**config.mk**
```make
export PLATFORM = sky130hd
export DESIGN_NAME = word_serializer
export DESIGN_NICKNAME = d
export VERILOG_FILES = /design/src/rtl/word_serializer_pkg.sv /design/src/rtl/ser_bit_counter.sv /design/src/rtl/word_serializer.sv
export SDC_FILE = /design/constraint.sdc
export NUM_CORES = 1
export LEC_CHECK = 0
export BUFFER_PORTS_ARGS = -buffer_cell sky130_fd_sc_hd__buf_4
export CAP_MARGIN = 20
export CORE_MARGIN = 4
export CORE_UTILIZATION = 50
export CTS_BUF_LIST = sky130_fd_sc_hd__clkbuf_4 sky130_fd_sc_hd__clkbuf_8
export DETAILED_ROUTE_END_ITERATION = 8
export PLACE_DENSITY = 0.77
export RECOVER_POWER = 100
export SLEW_MARGIN = 25
export SYNTH_ARGS = -nofsm -noshare
export SYNTH_HDL_FRONTEND = slang
export SYNTH_HIERARCHICAL = 1
export SYNTH_SLANG_ARGS = --single-unit
```
**constraint.sdc**
```tcl
create_clock -name clk -period 1.8 [get_ports clk]
set_clock_uncertainty 0.15 [all_clocks]
set_input_delay 0.36 -clock clk [delete_from_list [all_inputs] [get_ports clk]]
set_output_delay 0.36 -clock clk [all_outputs]
set_load 0.01 [all_outputs]
```
**src/rtl/word_serializer_pkg.sv**
```systemverilog
// Shared definitions for the word serializer: FSM state encodings and a
// counter-width helper.
package word_serializer_pkg;

    localparam logic [1:0] ST_IDLE  = 2'd0;
    localparam logic [1:0] ST_SHIFT = 2'd1;
    localparam logic [1:0] ST_GAP   = 2'd2;

    // Bits needed to count 0..n-1, never less than one.
    function automatic int clog2(input int n);
        int r;
        r = 32'sd1;
        while ((32'sd1 << r) < n) begin
            r = r + 32'sd1;
        end
        return r;
    endfunction

endpackage

```
**src/rtl/ser_bit_counter.sv**
```systemverilog
// Modulo-N up counter with synchronous clear (priority) and count enable.
// last flags the terminal value N-1.
module ser_bit_counter
    import word_serializer_pkg::*;
#(
    parameter int N  = 2,
    parameter int CW = clog2(N)
) (
    input  logic          clk,
    input  logic          rst,
    input  logic          clr,
    input  logic          en,
    output logic [CW-1:0] cnt,
    output logic          last
);

    logic [CW-1:0] cnt_r;
    logic          last_s;

    assign last_s = (cnt_r == CW'(N - 1));

    // Count register: clear wins over enable, wraps after N-1.
    always_ff @(posedge clk or negedge rst) begin
        if (!rst) begin
            cnt_r <= {CW{1'b0}};
        end else if (clr) begin
            cnt_r <= {CW{1'b0}};
        end else if (en) begin
            cnt_r <= last_s ? {CW{1'b0}} : cnt_r + CW'(1'b1);
        end else begin
            cnt_r <= cnt_r;
        end
    end

    assign cnt  = cnt_r;
    assign last = last_s;

endmodule

```
**src/rtl/word_serializer.sv**
```systemverilog
// Parallel-to-serial converter: accepts WIDTH-bit words on a valid/ready
// handshake and emits one framed bit per clock on x.
module word_serializer
    import word_serializer_pkg::*;
#(
    parameter int   WIDTH     = 8,
    parameter int   MSB_FIRST = 1,
    parameter int   GAP       = 0,
    parameter logic IDLE_VAL  = 1'b1,
    parameter int   CNT_W     = 16
) (
    input  logic             clk,
    input  logic             rst,
    input  logic             in_valid,
    input  logic [WIDTH-1:0] in_data,
    output logic             in_ready,
    output logic             x,
    output logic             x_valid,
    output logic             sof,
    output logic             eof,
    output logic [CNT_W-1:0] word_cnt
);

    localparam int BW = clog2(WIDTH);

    logic [1:0]       state_r, state_n;
    logic [WIDTH-1:0] sh_r, sh_n;
    logic             x_r, x_n;
    logic             x_valid_r, x_valid_n;
    logic             sof_r, sof_n;
    logic             eof_r, eof_n;
    logic [CNT_W-1:0] word_cnt_r;
    logic             cnt_inc_s;

    logic [BW-1:0]    bit_cnt_s;
    logic             bit_last_s;
    logic             gap_last_s;
    logic             gap_end_s;
    logic             in_ready_s;
    logic             accept_s;
    logic             first_bit_s;
    logic             next_bit_s;
    logic [WIDTH-1:0] load_sh_s;
    logic [WIDTH-1:0] next_sh_s;

    ser_bit_counter #(.N(WIDTH), .CW(BW)) u_bit_cnt (
        .clk  (clk),
        .rst  (rst),
        .clr  (accept_s),
        .en   (state_r == ST_SHIFT),
        .cnt  (bit_cnt_s),
        .last (bit_last_s)
    );

    generate
        if (GAP > 0) begin : g_gap
            localparam int GW = clog2(GAP);
            logic [GW-1:0] gap_cnt_s;
            logic          gap_wrap_s;

            ser_bit_counter #(.N(GAP), .CW(GW)) u_gap_cnt (
                .clk  (clk),
                .rst  (rst),
                .clr  ((state_r == ST_SHIFT) && bit_last_s),
                .en   (state_r == ST_GAP),
                .cnt  (gap_cnt_s),
                .last (gap_wrap_s)
            );

            assign gap_last_s = gap_wrap_s;
            assign gap_end_s  = (gap_cnt_s == GW'(GAP - 1));
        end else begin : g_nogap
            assign gap_last_s = 1'b0;
            assign gap_end_s  = 1'b0;
        end
    endgenerate

    // Ready decode; forced low while the asynchronous reset is asserted.
    always_comb begin
        in_ready_s = 1'b0;
        case (state_r)
            ST_IDLE:  in_ready_s = 1'b1;
            ST_SHIFT: in_ready_s = bit_last_s && (GAP == 0);
            ST_GAP:   in_ready_s = gap_last_s;
            default:  in_ready_s = 1'b0;
        endcase
        in_ready_s = in_ready_s & rst;
    end

    assign accept_s = in_valid & in_ready_s;

    // Bit selection: the first bit leaves straight from in_data, the rest from the shift register.
    always_comb begin
        if (MSB_FIRST != 0) begin
            first_bit_s = in_data[WIDTH-1];
            load_sh_s   = {in_data[WIDTH-2:0], 1'b0};
            next_bit_s  = sh_r[WIDTH-1];
            next_sh_s   = {sh_r[WIDTH-2:0], 1'b0};
        end else begin
            first_bit_s = in_data[0];
            load_sh_s   = {1'b0, in_data[WIDTH-1:1]};
            next_bit_s  = sh_r[0];
            next_sh_s   = {1'b0, sh_r[WIDTH-1:1]};
        end
    end

    // Next-state and next-output decode; outputs describe the cycle after the edge.
    always_comb begin
        state_n   = state_r;
        sh_n      = sh_r;
        x_n       = IDLE_VAL;
        x_valid_n = 1'b0;
        sof_n     = 1'b0;
        eof_n     = 1'b0;
        cnt_inc_s = 1'b0;
        case (state_r)
            ST_IDLE: begin
                if (accept_s) begin
                    state_n   = ST_SHIFT;
                    sh_n      = load_sh_s;
                    x_n       = first_bit_s;
                    x_valid_n = 1'b1;
                    sof_n     = 1'b1;
                end else begin
                    state_n = ST_IDLE;
                end
            end
            ST_SHIFT: begin
                if (!bit_last_s) begin
                    sh_n      = next_sh_s;
                    x_n       = next_bit_s;
                    x_valid_n = 1'b1;
                    eof_n     = (bit_cnt_s == BW'(WIDTH - 2));
                end else begin
                    cnt_inc_s = 1'b1;
                    if (GAP > 0) begin
                        state_n = ST_GAP;
                    end else if (accept_s) begin
                        state_n   = ST_SHIFT;
                        sh_n      = load_sh_s;
                        x_n       = first_bit_s;
                        x_valid_n = 1'b1;
                        sof_n     = 1'b1;
                    end else begin
                        state_n = ST_IDLE;
                    end
                end
            end
            ST_GAP: begin
                if (gap_end_s) begin
                    if (accept_s) begin
                        state_n   = ST_SHIFT;
                        sh_n      = load_sh_s;
                        x_n       = first_bit_s;
                        x_valid_n = 1'b1;
                        sof_n     = 1'b1;
                    end else begin
                        state_n = ST_IDLE;
                    end
                end else begin
                    state_n = ST_GAP;
                end
            end
            default: begin
                state_n = ST_IDLE;
            end
        endcase
    end

    // State, shift register, framed outputs and completed-word counter.
    always_ff @(posedge clk or negedge rst) begin
        if (!rst) begin
            state_r    <= ST_IDLE;
            sh_r       <= {WIDTH{1'b0}};
            x_r        <= IDLE_VAL;
            x_valid_r  <= 1'b0;
            sof_r      <= 1'b0;
            eof_r      <= 1'b0;
            word_cnt_r <= {CNT_W{1'b0}};
        end else begin
            state_r   <= state_n;
            sh_r      <= sh_n;
            x_r       <= x_n;
            x_valid_r <= x_valid_n;
            sof_r     <= sof_n;
            eof_r     <= eof_n;
            if (cnt_inc_s) begin
                word_cnt_r <= word_cnt_r + CNT_W'(1'b1);
            end else begin
                word_cnt_r <= word_cnt_r;
            end
        end
    end

    assign in_ready = in_ready_s;
    assign x        = x_r;
    assign x_valid  = x_valid_r;
    assign sof      = sof_r;
    assign eof      = eof_r;
    assign word_cnt = word_cnt_r;

endmodule
```
==> results of run 1 <==
## worst max-delay path: stages (launching register included)
cell	delay, ns
dfrtp_1	0.40
ha_2	0.20
ha_4	0.15
nand2b_4	0.13
and3b_1	0.19
buf_6	0.12
## final timing paths
path	slack, ns	to	startpoint	cells past startpoint
worst max-delay path	-0.23	in_ready	u_bit_cnt/cnt[1]	5
max in group asynchronous	0.51	word_cnt[0]	rst	3
worst min-delay path	0.12	x	in_data[7]	2
worst max register to register	-0.11	sh_r[5]	u_bit_cnt/cnt[1]	9
min in group asynchronous	0.36	state_r[0]	rst	2
worst min register to register	0.35	word_cnt[5]	word_cnt[5]	1
## state kept, by name, summed over array words and instances (netlist names)
register and cells:
u_bit_cnt/cnt 3, word_cnt 16, x_valid 1, x 1, state_r 2, sh_r 8
sof 1, eof 1
## cell families (layout without fill, tap and decap cells)
group	after synthesis	count (layout)	synth area share
flip-flops	33	33	0.5723
XOR/XNOR	15	15	0.09091
buffers and inverters	11	64	0.02857
AO/OA/AOI/OAI	11	11	0.05109
multiplexers	2	2	0.01385
adder cells (fa/ha/maj)	3	3	0.02598
AND/OR/NAND/NOR	56	56	0.2173
## power groups by stage
stage,Combinational [mW],Clock [mW],Sequential [mW]
6_report,0.974,0.584,1.09
5_1_grt,1.08,0.637,1.12
4_1_cts,0.945,0.601,1.08
3_5_place_dp,0.886,0,1.09
3_3_place_gp,0.845,0,1.07
2_1_floorplan,0.460,0,1.11
## per-layer routing
metal  track usage  routed length, um
met5             0                  0
met4       0.06364                 46
met3       0.05579                159
met2        0.3124               1731
met1        0.2246               1344
## cell type report
class,count,area [sq um]
clock buffers,7,58.81
fillers,207,767.0
repair buffers,48,284.0
clock inverters,1,30.03
flip-flops and latches,33,827.0
well taps,31,38.79
multi-input cells,87,716.9
inverters,8,35.03
## Yosys cell counts (3+ instances only)
| cell type | number | share of area |
|---|---|---|
| xnor2_1 | 8 | 0.048 |
| nor2_1 | 18 | 0.047 |
| nand2_1 | 9 | 0.023 |
| nand2b_1 | 3 | 0.013 |
| nor3_1 | 6 | 0.021 |
| dfrtp_1 | 32 | 0.55 |
| ha_1 | 3 | 0.026 |
| xor2_1 | 7 | 0.042 |
| nand3_1 | 4 | 0.014 |
| clkbuf_1 | 3 | 0.0078 |
| nand4_1 | 3 | 0.013 |
| nor2b_1 | 3 | 0.013 |
| o22ai_1 | 6 | 0.026 |
| inv_1 | 8 | 0.021 |
## per-stage QoR
step	area [sq um]	std cells	total power, mW	hold slack (ns)	setup WS (ns)
after floorplan	1458	131	1.573	-0.08559	0.009197
after global placement	1793	200	1.920	0.05016	0.04280
after detailed placement	1793	200	1.975	0.05450	-0.04109
after CTS	1964	213	2.625	0.1046	-0.2304
after global routing	1991	215	2.829	0.09157	-0.2703
final	1991	215	2.648	0.1204	-0.2276
## what timing repair did
item	in CTS	in global routing
endpoints found under the hold margin	8	0
buffers inserted	2	2
hold buffers	2	0
cloned	1	0
resized for setup	11	23
endpoints found under the setup margin	6	20
pin swaps	7	15
==> results.md, run 1 <==
* Initial Util at 0.5240
* Synth Warn # at 6
* Worst-Skew Late Latency at 0.33 ns
* Antenna cell count at 0
* GRT Total Usage at 0.1848
* Max frequency at 493.2 MHz
* CTS tree: done
* Max_slew headroom at 0.5834
* Synthesized area at 0.001445 sq mm
* Setup_tns at -1.310 ns
* Die Area at 0.003814 sq mm
* Post-Synthesis Net Count at 145
* Period utilization at 1.126
* IO buf count at 31
* Power share of the clock group at 0.221
* Asr flop ratio synth at 1.000
* Register area share after synthesis at 0.5723
* Status: complete, but fails checks
* Peak VDD IR at 957.4 uV
* Net Sw Frac at 0.3332
* PwrDens at 1330 mW/mm^2
* Mapped Avg Cell Area at 11.03 sq um
* IO Count at 32
* Standard cell core area at 0.002758 sq mm
* FF+latch count, synth at 33
* WP data arrival at 1.52 ns
* Flop pwr share at 0.411
* Via Count at 1132
* Endpoint class of the critical path: output port
* Gr ovfl total at 0
* Vias in the first global route at 1119
* Maxcap violations at 0
* Largest net degree at the start of global routing at 26
* Global-route wire length before repair at 5099 um
* Crit Path Max Fanout at 2
* Post-DRT Antenna Nets at 0
* Commonest non-fill, non-tap cell in the layout: dfrtp_1
* Layout cells sized above 1 at 0.3207
* CTS root buffer: clkbuf_4
* Setup violators final at 17
* DRC Markers at 0
* Initial antenna violation count at 0
* Area grow syn2layout at 37.75%
* Routed WL at 3282 um
* Failing checks: setup timing
* Num Clock Sinks at 33
* Die width at 61.76 um
* Total number of placement rows at 19
* DP HPWL at 2140 um
* Drt via density at 5.265
* Req. time, crit path at 1.29 ns
* Cts bufs inserted at 5
* Post-synth EDFFs at 0
* Routed WL per cell at 15.27 um
* Post-Synthesis Cells at 131
* Worst min path class: input port to flop
* Synth cell types at 29
* Final Max Tran Viols at 0
* Comb pwr share at 0.368
* Clock slew at reported path FFs at 0.10 ns
* Leakage at 0.9810 nW
* Final nets at 197
* Worst-margin pin slew at 0.6249 ns
* CP Launch Type: flop
* Synth Flop Type: dfrtp_1
* Net Switching at 0.8821 mW
* Fin. Hold Viols at 0
* Crit path kind: flop to output port
* Minimum period implied by the final worst setup slack at 2.028 ns
* Power Internal at 1.766 mW
* Most frequent cells in the layout: 32 x dfrtp_1, 21 x clkbuf_1, 18 x buf_4
* RSZ-0062 raised after global routing: true
* Placer Congestion at 0.8330
* Iter 0 DRT Violations at 96
* Final worst slack at -0.2276 ns
* Die Y at 61.76 um
* H-tree depth at 2
* Utilization after layout at 0.7219
* First drt pass iteration count at 4
* Maximum clock path buffer count at 2
No activity file was read; power rests on OpenSTA's default activity.
==> inputs of run 2 (changes only) <==
--- a/config.mk
+++ b/config.mk
@@ -7,7 +7,8 @@
 export LEC_CHECK = 0
 export BUFFER_PORTS_ARGS = -buffer_cell sky130_fd_sc_hd__buf_4
 export CAP_MARGIN = 20
-export CORE_MARGIN = 4
+export CORE_ASPECT_RATIO = 0.9
+export CORE_MARGIN = 3
 export CORE_UTILIZATION = 50
 export CTS_BUF_LIST = sky130_fd_sc_hd__clkbuf_4 sky130_fd_sc_hd__clkbuf_8
 export DETAILED_ROUTE_END_ITERATION = 8
==> run 2 against run 1 <==
The flow still finishes with violations (setup timing). Non-clock buffer count down 1. Via count up 0.35%. Worst hold slack gained 0.0042 ns. Cell count up 2.8%. Sequential share of layout area is 0.26 points higher. Clock-buffer cell count rose by 1. Combinational power barely moved. Global-route usage shrank 0.16 points. Die area shrank 6.3%. Largest cell class unchanged.
==> results.md, run 2 (synthesis results as in run 1) <==
* Peak VDD IR at 740.4 uV (-23%)
* Post-place instance area at 0.001799 sq mm (+0.35%)
* Worst Setup SP: u_bit_cnt/cnt[1]
* IO buf count at 31 (unchanged)
* Req. time, crit path at 1.29 ns (about the same)
* Die width at 62.67 um (+1.5%)
* Antenna cell count at 0 (unchanged)
* Max incr delay on CP at 0.40 ns (about the same)
* Commonest non-fill, non-tap cell in the layout: dfrtp_1
* Crit Path Max Fanout at 2 (unchanged)
* Post-DRT Antenna Nets at 0 (unchanged)
* Power Internal at 1.670 mW (-5.4%)
* Largest net degree at the start of global routing at 26 (unchanged)
* Drt via density at 5.140 (-2.4%)
* Minimum period implied by the final worst setup slack at 2.006 ns (-0.02108 ns)
* WP data arrival at 1.50 ns (-0.02 ns)
* Hold slack at 0.1246 ns (+0.004158 ns)
* CTS root buffer: clkbuf_4
* PwrDens at 1274 mW/mm^2 (-4.2%)
* RSZ-0062 raised after global routing: true
* Initial antenna violation count at 0 (unchanged)
* Delay-heaviest family, CP: flip-flops
* Iter 0 DRT Violations at 35 (-64%)
* Net Sw Frac at 0.3372 (+0.004010)
* Worst-Skew Late Latency at 0.32 ns (about the same)
* Status: complete, but fails checks
* Setup violators final at 10 (-7)
* Clock slew at reported path FFs at 0.10 ns (about the same)
* Area grow syn2layout at 36.88%
* Initial Util at 0.5569 (+0.03285)
* Vias in the first global route at 1128 (+0.80%)
* Most frequent cells in the layout: 32 x dfrtp_1, 25 x buf_4, 17 x clkbuf_1
* Final worst slack at -0.2065 ns (+0.02108 ns)
* Max_slew headroom at 0.6179 (+0.03443)
* DRC Markers at 0 (unchanged)
* Failing checks: setup timing
* Final Max Tran Viols at 0 (unchanged)
* First drt pass iteration count at 4 (unchanged)
* Placer Congestion at 0.7591 (-8.9%)
* GRT Total Usage at 0.1833 (-0.001551)
* Crit-path cells: ha_2, ha_4, nand2b_4, and3b_1, buf_6
* Net Switching at 0.8497 mW (-3.7%)
* H-tree depth at 2 (unchanged)
* Leakage at 0.9693 nW (-1.2%)
* Fin. Hold Viols at 0 (unchanged)
* FILL cells at 208 (+0.48%)
* Crit path kind: flop to output port
* RR Startpoint: u_bit_cnt/cnt[1]
* Total number of placement rows at 17 (-2)
* Comb pwr share at 0.387 (+0.019)
* Die Y at 57 um (-7.7%)
* Flop pwr share at 0.433 (+0.022)
* Cell Count, Final, Fillers Out at 221 (+2.8%)
* Slowest CP cell: dfrtp_1
* Gr ovfl total at 0 (unchanged)
* Max frequency at 498.4 MHz (+1.1%)
* CP Buf/Inv Count at 1 (unchanged)
* Standard cell core area at 0.002595 sq mm (-5.9%)
* IO Count at 32 (unchanged)
* Finished Cell Area at 0.001978 sq mm (-0.63%)
* DP HPWL at 2143 um (+0.15%)
* Via Count at 1136 (+0.35%)
* Period utilization at 1.115 (-0.01171)
* Global-route wire length before repair at 5016 um (-1.6%)
* Layout cells sized above 1 at 0.3333 (+0.01268)
* Max FFs per register at 16 (unchanged)
* Final nets at 196 (-0.51%)
* CTS tree: done
* Endpoint class of the critical path: output port
* Placed cells at 205 (+2.5%)
* Worst-margin pin slew at 0.5732 ns (-0.05165 ns)
* Routed WL at 3130 um (-4.6%)
* Place WS at -0.01598 ns (+0.02510 ns)
* Cts bufs inserted at 5 (unchanged)
* Hold_sp: in_data[3]
* Utilization after layout at 0.7623 (+0.04043)
* Power share of the clock group at 0.180 (-0.041)
* Num Clock Sinks at 33 (unchanged)
* Die Area at 0.003572 sq mm (-6.3%)
* Maximum clock path buffer count at 2 (unchanged)
* Routed WL per cell at 14.16 um (-7.2%)
* Maxcap violations at 0 (unchanged)
* CP Launch Type: flop
* Worst min path class: input port to flop
## run 2: cell types whose count changed in the layout (fill, tap and decap cells not counted), sizes merged
cell         delta
dlygate4sd3     -1
clkbuf          -7
buf             +8
bufinv          -1
## run 2: final cells by class
type	count	area, sq um	area share
sequential	33	827.0	0.4181
multi-input combinational	87	698.2	0.3529
timing repair buffer	47	309.0	0.1562
clock buffer	8	66.31	0.03352
tap	38	47.55	0.02404
inverter	8	30.03	0.01518
## run 2: layer usage
layer,up-vias,part of all wire,GRT usage
met5,-,0,0
li1,545,-,-
met3,8,0.053,0.05906
met1,545,0.41,0.2092
met4,0,0.019,0.08805
met2,38,0.51,0.3146
## run 2: what timing repair did
item | in CTS | in global routing
setup buffers | 2 | 5
hold endpoints to repair | 27 | 0
pin swaps | 5 | 9
setup endpoints to repair | 4 | 19
hold buffers | 1 | 0
resized for setup | 8 | 18
## run 2: power groups by stage
stage / Sequential (mW) / Clock, mW / Combinational, mW
finish: 1.09 / 0.455 / 0.975
global route: 1.12 / 0.509 / 1.08
global placement: 1.08 / 0 / 0.813
detailed placement: 1.10 / 0 / 0.862
floorplan: 1.11 / 0 / 0.460
CTS: 1.09 / 0.464 / 0.905
## run 2: metrics by stage
step | setup TNS, ns | total power [mW]
after global placement | 0 | 1.891
after CTS | -0.2924 | 2.455
final | -1.066 | 2.520
after floorplan | 0 | 1.573
after global routing | -1.947 | 2.707
after detailed placement | -0.02030 | 1.957
## run 2: worst paths after layout
| check | to | slack, ns | cells after the start |
|---|---|---|---|
| setup / recovery | in_ready | -0.21 | 5 |
| hold / removal | sh_r[4] | 0.12 | 3 |
| setup reg to reg | word_cnt[9] | -0.17 | 9 |
| hold reg to reg | word_cnt[15] | 0.33 | 1 |
| max in group asynchronous | x | 0.22 | 3 |
| min in group asynchronous | eof | 0.37 | 2 |
## run 2: worst register-to-register path, cell delays in order (launching register included)
cell and delay (ns):
dfrtp_1 0.37, ha_2 0.19, ha_4 0.13, buf_4 0.10
buf_6 0.11, nand3b_4 0.08, or3_4 0.41, buf_4 0.17
nor2_4 0.08, xnor2_1 0.11
